==> src/rtl/vz_image_loader.sv <==
// VZ image loader: parses the header, buffers body bytes in a FIFO, writes RAM, patches pointers, requests exec.
// Optional body checksum: define VZ_LOADER_CHECKSUM_EN.
module vz_image_loader #(
    parameter int unsigned HDR_LEN    = 24,
    parameter int unsigned TYPE_OFS   = 21,
    parameter int unsigned FIFO_DEPTH = 4,
    parameter logic [7:0]  BASIC_TYPE = 8'hF0,
    parameter logic [7:0]  MCODE_TYPE = 8'hF1
) (
    input  logic        I_CLK,
    input  logic        I_RST,
    input  logic        ioctl_download,
    input  logic        ioctl_wr,
    input  logic [23:0] ioctl_addr,
    input  logic [7:0]  ioctl_data,
    output logic        ioctl_wait,
    output logic [15:0] mem_addr,
    output logic [7:0]  mem_data,
    output logic        mem_wr,
    input  logic        mem_ack,
    output logic [15:0] execute_addr,
    output logic        execute_enable,
    input  logic        execute_ack,
    output logic        busy,
    output logic        led,
    output logic        load_error,
    output logic [15:0] checksum
);
    localparam int unsigned PTR_W = $clog2(FIFO_DEPTH);
    localparam int unsigned CNT_W = PTR_W + 1;
    localparam logic [CNT_W-1:0] CNT_FULL = CNT_W'(FIFO_DEPTH);
    localparam logic [CNT_W-1:0] CNT_WAIT = CNT_W'(FIFO_DEPTH - 1);
    localparam logic [23:0] OFS_TYPE = 24'(TYPE_OFS);
    localparam logic [23:0] OFS_LO   = 24'(TYPE_OFS + 1);
    localparam logic [23:0] OFS_HI   = 24'(TYPE_OFS + 2);
    localparam logic [23:0] OFS_LAST = 24'(HDR_LEN - 1);

    typedef enum logic [2:0] {IDLE, HEADER, BODY, DRAIN, PATCH, EXEC, ERROR} state_t;

    state_t           state;
    logic             dl_q;
    logic [7:0]       img_type;
    logic [15:0]      start_addr;
    logic [15:0]      cur_addr;
    logic [15:0]      fifo_addr [FIFO_DEPTH];
    logic [7:0]       fifo_data [FIFO_DEPTH];
    logic [PTR_W-1:0] wr_ptr;
    logic [PTR_W-1:0] rd_ptr;
    logic [CNT_W-1:0] fifo_cnt;
    logic [CNT_W-1:0] fifo_cnt_next;
    logic [3:0]       patch_idx;

    logic             dl_rise;
    logic             dl_fall;
    logic             strobe;
    logic             out_free;
    logic             pop;
    logic             push_req;
    logic             push;
    logic             overflow;
    logic             hdr_last;
    logic [7:0]       type_next;
    logic [15:0]      start_next;
    logic [3:0]       patch_len;
    logic [15:0]      patch_addr;
    logic [7:0]       patch_data;

    assign dl_rise  = ioctl_download & ~dl_q;
    assign dl_fall  = ~ioctl_download & dl_q;
    assign strobe   = ioctl_download & ioctl_wr & ~dl_rise;
    assign out_free = ~mem_wr | mem_ack;
    assign pop      = ((state == BODY) || (state == DRAIN)) && (fifo_cnt != '0) && out_free;
    assign push_req = (state == BODY) && strobe;
    // A pop on the same edge frees a slot, so a full FIFO can still accept the byte.
    assign push     = push_req && ((fifo_cnt != CNT_FULL) || pop);
    assign overflow = push_req && !push;
    assign hdr_last = (state == HEADER) && strobe && (ioctl_addr == OFS_LAST);

    assign fifo_cnt_next = dl_rise ? '0 : (fifo_cnt + CNT_W'(push) - CNT_W'(pop));

    assign busy = (state != IDLE) && (state != ERROR);
    assign led  = (state == BODY) || (state == DRAIN) || (state == PATCH) || (state == EXEC);

    // Start hi may arrive on the last header byte, so the header decision uses these next values.
    always_comb begin
        type_next  = img_type;
        start_next = start_addr;
        if ((state == HEADER) && strobe) begin
            if (ioctl_addr == OFS_TYPE) type_next = ioctl_data;
            if (ioctl_addr == OFS_LO) start_next[7:0] = ioctl_data;
            if (ioctl_addr == OFS_HI) start_next[15:8] = ioctl_data;
        end
    end

    always_comb begin
        patch_len  = (img_type == BASIC_TYPE) ? 4'd8 : 4'd2;
        patch_addr = 16'h0000;
        patch_data = 8'h00;
        if (img_type == BASIC_TYPE) begin
            case (patch_idx[2:0])
                3'd0: begin patch_addr = 16'h78A5; patch_data = start_addr[15:8]; end
                3'd1: begin patch_addr = 16'h78A4; patch_data = start_addr[7:0];  end
                3'd2: begin patch_addr = 16'h78FA; patch_data = cur_addr[15:8];   end
                3'd3: begin patch_addr = 16'h78F9; patch_data = cur_addr[7:0];    end
                3'd4: begin patch_addr = 16'h78FC; patch_data = cur_addr[15:8];   end
                3'd5: begin patch_addr = 16'h78FB; patch_data = cur_addr[7:0];    end
                3'd6: begin patch_addr = 16'h78FE; patch_data = cur_addr[15:8];   end
                default: begin patch_addr = 16'h78FD; patch_data = cur_addr[7:0]; end
            endcase
        end else begin
            patch_addr = patch_idx[0] ? 16'h788E : 16'h788F;
            patch_data = patch_idx[0] ? start_addr[7:0] : start_addr[15:8];
        end
    end

    always_ff @(posedge I_CLK) begin
        if (push) begin
            fifo_addr[wr_ptr] <= cur_addr;
            fifo_data[wr_ptr] <= ioctl_data;
        end
    end

    always_ff @(posedge I_CLK or posedge I_RST) begin
        if (I_RST) begin
            wr_ptr     <= '0;
            rd_ptr     <= '0;
            fifo_cnt   <= '0;
            ioctl_wait <= 1'b0;
        end else begin
            fifo_cnt   <= fifo_cnt_next;
            ioctl_wait <= (fifo_cnt_next >= CNT_WAIT);
            if (dl_rise) begin
                wr_ptr <= '0;
                rd_ptr <= '0;
            end else begin
                if (push) wr_ptr <= wr_ptr + PTR_W'(1);
                if (pop) rd_ptr <= rd_ptr + PTR_W'(1);
            end
        end
    end

    // Output register: refilled from the FIFO or patch table whenever the previous write retires.
    always_ff @(posedge I_CLK or posedge I_RST) begin
        if (I_RST) begin
            state          <= IDLE;
            dl_q           <= 1'b0;
            img_type       <= 8'h00;
            start_addr     <= 16'h0000;
            cur_addr       <= 16'h0000;
            patch_idx      <= 4'd0;
            mem_addr       <= 16'h0000;
            mem_data       <= 8'h00;
            mem_wr         <= 1'b0;
            execute_addr   <= 16'h0000;
            execute_enable <= 1'b0;
            load_error     <= 1'b0;
        end else begin
            dl_q <= ioctl_download;
            if (dl_rise) begin
                state          <= HEADER;
                load_error     <= 1'b0;
                patch_idx      <= 4'd0;
                mem_wr         <= 1'b0;
                execute_enable <= 1'b0;
            end else begin
                if (pop) begin
                    mem_addr <= fifo_addr[rd_ptr];
                    mem_data <= fifo_data[rd_ptr];
                    mem_wr   <= 1'b1;
                end else if (mem_wr && mem_ack) begin
                    mem_wr <= 1'b0;
                end
                if (overflow) load_error <= 1'b1;
                case (state)
                    HEADER: begin
                        img_type   <= type_next;
                        start_addr <= start_next;
                        if (dl_fall) begin
                            state      <= ERROR;
                            load_error <= 1'b1;
                        end else if (hdr_last) begin
                            if ((type_next != BASIC_TYPE) && (type_next != MCODE_TYPE)) begin
                                state      <= ERROR;
                                load_error <= 1'b1;
                            end else begin
                                cur_addr <= start_next;
                                state    <= BODY;
                            end
                        end
                    end
                    BODY: begin
                        if (push_req) cur_addr <= cur_addr + 16'd1;
                        if (dl_fall) state <= DRAIN;
                    end
                    DRAIN: begin
                        if ((fifo_cnt == '0) && out_free) state <= PATCH;
                    end
                    PATCH: begin
                        if (out_free) begin
                            if (patch_idx != patch_len) begin
                                mem_addr  <= patch_addr;
                                mem_data  <= patch_data;
                                mem_wr    <= 1'b1;
                                patch_idx <= patch_idx + 4'd1;
                            end else if (img_type == MCODE_TYPE) begin
                                state          <= EXEC;
                                execute_addr   <= start_addr;
                                execute_enable <= 1'b1;
                            end else begin
                                state <= IDLE;
                            end
                        end
                    end
                    EXEC: begin
                        if (execute_ack) begin
                            execute_enable <= 1'b0;
                            state          <= IDLE;
                        end
                    end
                    default: begin
                    end
                endcase
            end
        end
    end

`ifdef VZ_LOADER_CHECKSUM_EN
    always_ff @(posedge I_CLK or posedge I_RST) begin
        if (I_RST) begin
            checksum <= 16'h0000;
        end else if (dl_rise) begin
            checksum <= 16'h0000;
        end else if (push) begin
            checksum <= checksum + {8'h00, ioctl_data};
        end
    end
`else
    assign checksum = 16'h0000;
`endif

endmodule

==> config.mk <==
export PLATFORM = sky130hd
export DESIGN_NAME = vz_image_loader
export DESIGN_NICKNAME = d
export VERILOG_FILES = /design/src/rtl/vz_image_loader.sv
export SDC_FILE = /design/constraint.sdc
export NUM_CORES = 1
export LEC_CHECK = 0
export BUFFER_PORTS_ARGS = -buffer_cell sky130_fd_sc_hd__buf_2
export CELL_PAD_IN_SITES_DETAIL_PLACEMENT = 1
export CELL_PAD_IN_SITES_GLOBAL_PLACEMENT = 1
export CORE_UTILIZATION = 48
export DETAILED_ROUTE_END_ITERATION = 10
export GPL_TIMING_DRIVEN = 0
export PLACE_DENSITY = 0.85
export SLEW_MARGIN = 20
export SYNTH_ARGS = -nofsm -noshare
export SYNTH_HDL_FRONTEND = slang
export SYNTH_SLANG_ARGS = --single-unit
export TNS_END_PERCENT = 20
==> constraint.sdc <==
create_clock -name I_CLK -period 3.6 [get_ports I_CLK]
set_input_delay 0.18 -clock I_CLK [delete_from_list [all_inputs] [get_ports I_CLK]]
set_output_delay 0.18 -clock I_CLK [all_outputs]
set_load 0.005 [all_outputs]
; Word level (Yosys, flattened, before mapping)
; Memory sizes are Yosys's and may differ from the RTL's.
; Index checks and enable logic that the tools add are counted.
[word_totals]
ff_bits = 99
ram_bits = 96
inputBits = 38
output_inout_bits = 62
wordCells = 167
n_memories = 2
[op_classes]
add_sub_neg = 6
magnitude_cmp = 1
eq_ne = 32
mux = 65
n_bitwise = 10
reduce_logical = 35
[mem_list]
columns = name, words, width, rd, rd_clocked_by_memory_dff, wr, line_no
row1 = fifo_addr, 4, 16, 1, 0, 1, 45  ; logic [15:0] fifo_addr [FIFO_DEPTH];
row2 = fifo_data, 4, 8, 1, 0, 1, 46  ; logic [7:0] fifo_data [FIFO_DEPTH];
[op_table]
columns = op, count
row1 = 16-bit 2-to-1 mux, 10
row2 = 8-bit 2-to-1 mux, 10
row3 = "24-bit by 5-bit == test with 1-bit output, second input constant", 3
row4 = 7-bit one-hot mux with 7 select lines, 1
row5 = 3-bit 2-to-1 mux, 11
row6 = 16-bit one-hot mux with 2 select lines, 1
row7 = 8-bit one-hot mux with 3 select lines, 1
row8 = 1-bit 2-to-1 mux, 20
row9 = 4-bit 2-to-1 mux, 5
row10 = "3-bit inequality test, second input constant", 6
row11 = "16-bit by 1-bit adder with 16-bit output, second input constant", 1
row12 = "8-bit == test, second input constant", 2
row13 = "8-bit inequality test, second input constant", 2
row14 = "3-bit == test, second input constant", 5
row15 = 3-bit one-hot mux with 5 select lines, 1
row16 = "3-bit by 2-bit == test with 1-bit output, second input constant", 4
row17 = 2-bit nonzero test, 6
row18 = 1-bit logical AND, 11
row19 = 5-bit AND reduction, 2
row20 = 3-bit nonzero test, 3
row21 = 2-bit 2-to-1 mux, 4
row22 = "2-bit inequality test, second input constant", 4
row23 = 7-bit AND reduction, 1
row24 = "3-bit by 1-bit == test with 1-bit output, second input constant", 2
row25 = 20 further kinds, 33

; Depth between registers and ports, before layout
[depth]
ltp_word = 14
mapped_depth = 15
ltp_nobuf = 13

; Worst setup path after synthesis
; No wires, ideal clock.
[synth_timing]
kind = register -> register
startpoint = register state[2]
endpoint = register ioctl_wait
setup_time_ns = 0.118
arrival_ns = 2.925
required_time_ns = 3.482
path_slack_ns = 0.557
stages_incl_launch_ff = 16
n_path_buf = 2
period_less_slack_ns = 3.043
path_cell_list = dfrtp_1 buf_2 nor2b_1 and2_1 clkbuf_1 nand3_1 nor3_1 inv_1 ha_1 inv_1 ha_1 inv_1 fa_1 xnor2_1 nor2_1 a21o_1
[synth_between]
elab_chain_cells = 10
word_cells_on_any_way = 12
classes_between = add/sub (2) / order compare (1) / eq/ne (2) / mux (1) / reduce/logical (6)
[synth_lines]
columns = element, line_no
row1 = start: declaration, 40  ; state_t state;
row2 = start signal: assignment, 145  ; state <= IDLE;
row3 = start signal: assignment, 160  ; state <= HEADER;
row4 = start signal: assignment, 179  ; state <= ERROR;
row5 = 3-bit by 2-bit == test with 1-bit output (on tied branches), "72, 73"
row6 = 1-bit logical OR, 72  ; assign pop = ((state == BODY) || (state == DRAIN)) && (fifo_cnt != '0) && out_free;
row7 = 1-bit logical AND (2 in series), 72
row8 = 1-bit logical OR, 75  ; assign push = push_req && ((fifo_cnt != CNT_FULL) || pop);
row9 = 1-bit logical AND, 75
row10 = 3-bit by 1-bit adder with 3-bit output, 79  ; assign fifo_cnt_next = dl_rise ? '0 : (fifo_cnt + CNT_W'(push) - CNT_W'(pop));
row11 = 3-bit by 1-bit subtractor with 3-bit output (*), 79
row12 = 3-bit 2-to-1 mux (*), 79
row13 = via fifo_cnt_next[2], 50  ; logic [CNT_W-1:0] fifo_cnt_next;
row14 = 3-bit by 2-bit >= comparator with 1-bit output (*), 131  ; ioctl_wait <= (fifo_cnt_next >= CNT_WAIT);
row15 = end signal: assignment, 131
row16 = end: declaration, 16  ; output logic ioctl_wait,
; Mark *: on every way through the listed nets, which the timed path passes. The rest lies on a longest branch.
; A chain may end at the register's enable or synchronous reset.

; Worst setup path after layout
[layout_timing]
startpoint = register state[0]
endpoint = register ioctl_wait
; The elaborated chain is that of the path after synthesis.

==> out/metrics.cfg <==
[outcome]
outcome = finished clean

[placement]
gp_congestion = 0.874
dpl.hpwl_mm = 17.8
dpl.cell_count = 1039
dpl-instance-area_um2 = 9950
numPortBuffers = 83

[routing]
vias = 6650
wl_met1_mm = 10.6
drt_iter0_drc = 508
wl_met2_mm = 13.1
wl_per_cell_um = 24.2
dr_wl_met3_mm = 1.47
vias_per_cell = 6.20
highest_layer = met5
first_pass_iters = 5
wirelength_mm = 26.0
ant_nets = 0
drc = 0

[timing]
tightest_slew_ns = 1.15
clock_skew_ns = 0.0135
period_needed_ns = 3.33
finalSetupViolCount = 0
post-route-period-util_pct = 92.5
fin_setup_tns_ns = 0
slew_headroom_pct = 22.6
rsz0062_at_grt = false
hold_viol_final = 0
max_freq_mhz = 300
maxSlewViolCount = 0

[synthesis]
synth_compound_area_share_pct = 10.3
ys_ff_latch = 195
yosys_most_used_dff = dfrtp_1
post-synth-top-area-cell = edfxtp_1
synth_xor_area_share_pct = 0.766
synth.area.mux_share_pct = 12.3
synth-edff-count = 96
yosys-top-cells-area = edfxtp_1, dfrtp_1, mux4_2, mux2_2, nor2_1
synth_area_um2 = 9150
synthCells = 706
ys_warn_count = 0
synth_commonest_cells = dfrtp_1, edfxtp_1, nor2_1, nand2_1, mux2_2
postSynthAreaPerCell_um2 = 13.0
yosys.area_share.simple_pct = 11.6
synth_cell_type_count = 68
ys_seq_area_share_pct = 58.6
synth_fa_ha_area_share_pct = 2.00
ys_async_sr_fraction_pct = 50.8
yosysMostFrequentCell = dfrtp_1
yosysTopAreaCellShare_pct = 31.5
synth_top_family_by_area = multiplexers

[setup_path]
crit_path_start = state[0]
path_buf_inv = 6
critPathMostFrequentCell = inv_1
required_ns = 3.95
arrival_ns = 3.68
end_kind = flip-flop
cp_top_family = buffers and inverters
cpPeakStageDelay_ns = 0.37
rr_startpoint = state[0]
crit_chain = buf_2 -> inv_1 -> and2_1 -> clkbuf_1 -> nand3_1 -> nor3_4 -> inv_1 -> ha_1 -> inv_1 -> ha_1 -> inv_1 -> fa_1 -> xnor2_1 -> nor2_1 -> a21o_1
slowest_stage = fa_1
crit_path_max_fanout = 10
path_class = reg -> reg
startpoint_type = flip-flop

[finish]
final_area_um2 = 10600
fill_cells = 1920
diodes = 0
fin_nets = 878
drive_gt1_share_pct = 26.2
utilization_pct = 56.4
final_cells = 1073
syn_to_final_growth_pct = 15.4

[clocking]
cts_buffer_depth = 2
cts_tree = done
clk_pin_slew_ns = 0.08
htreeDepth = 4
cts_root_buf = clkbuf_16
cts_made_buffers = 17
clkLatencyLatePin_ns = 0.45
clock_sinks = 195

[grt]
grt_pass1_vias = 6971
grt_use_total_pct = 27.9
grt_overflow_total = 0
antenna_found_initial = 1
grt_pass1_wl_mm = 40.5
grt_max_degree = 78

[power]
leakagePower_nw = 4.40
peakVddDrop_mv = 0.494
power_mw = 7.06
p_per_area_nw_per_um2 = 669

[die]
start_util_pct = 48.9
ios = 100
rows = 50
die_w_um = 140
dieHeight_um = 140
die_area_um2 = 19600
core_um2 = 18700

[worst_hold_path]
hp-start = ioctl_data[0]
min-delay-path-class = in -> reg

[run]
maxCapViolCount = 0

[layout make-up]
type / count / area, um^2 / share of cell area (%)
Sequential cell: 195 / 5360 / 50.8
Clock inverter: 14 / 128 / 1.21
Tap cell: 234 / 293 / 2.77
Timing Repair Buffer: 86 / 463 / 4.39
Clock buffer: 18 / 439 / 4.16
Buffer: 53 / 297 / 2.81
Multi-Input combinational cell: 446 / 3470 / 32.9
Inverter: 27 / 106 / 1.01
[registers in the layout, indices dropped and copies added, names as in the netlist, 3 cells and up]
name and cells:
mem_addr 16, mem_data 8, fifo_cnt 3, patch_idx 4, img_type 8, start_addr 16, state 3, fifo_data 32
fifo_addr 64, execute_addr 16, cur_addr 16
[cell usage in the layout (no fill, tap or decap), types with 12 or more instances in the layout]
cell type,n
buf_4,18
nor4_1,12
nand2_1,46
o22a_1,13
clkbuf_1,24
dfrtp_1,99
o21ai_0,26
mux2_2,29
nor2_1,59
clkbuf_16,17
a21oi_1,25
nor3_1,12
conb_1,16
inv_1,26
mux4_2,24
buf_2,88
edfxtp_1,96
ha_1,13
[stage by stage]
| step | worst slack [ns] | hold slack, ns |
|---|---|---|
| after CTS | 0.111 | 0.0586 |
| after global routing | 0.0774 | 0.0621 |
| after global placement | -0.563 | 0.389 |
| after detailed placement | -0.109 | 0.157 |
| final | 0.271 | 0.0660 |
| after floorplan | 0.557 | 0.211 |
[where the power goes]
| group | switching [mW] | leakage, nW | internal (mW) |
|---|---|---|---|
| combinational | 1.27 | 1.94 | 0.912 |
| sequential | 0.311 | 2.19 | 2.69 |
| clock | 0.892 | 0.270 | 0.980 |
[cell families (layout without fill, tap and decap cells)]
kind of cell,after synthesis,after routing
AND/OR/NAND/NOR,202,202
multiplexers,74,74
other,1,16
XOR/XNOR,8,8
flip-flops,195,195
buffers and inverters,80,198
AO/OA/AOI/OAI,132,132
adder cells (fa/ha/maj),14,14
[metal layers]
metal,GRT usage (%),up-vias
met5,0,-
met4,10.5,2
met3,4.99,62
met2,47.4,296
met1,35.9,3410
li1,-,2880
[worst paths after layout]
check,endpoint,slack (ns),cells past startpoint
max,ioctl_wait,0.27,15
min,fifo_data[2][0],0.07,1
max reg2reg,ioctl_wait,0.27,15
min reg2reg,mem_addr[6],0.49,1
max in group asynchronous,rd_ptr[1],2.67,4
min in group asynchronous,mem_wr,0.22,3
[timing repair]
action                     4_1_cts  5_1_grt
hold endpoints to repair        23        0
setup buffers                    0        0
setup endpoints to repair        2        1
resized for setup                1        2
hold buffers                     2        0
gates cloned                     0        0
No activity file was read; power rests on OpenSTA's default activity.
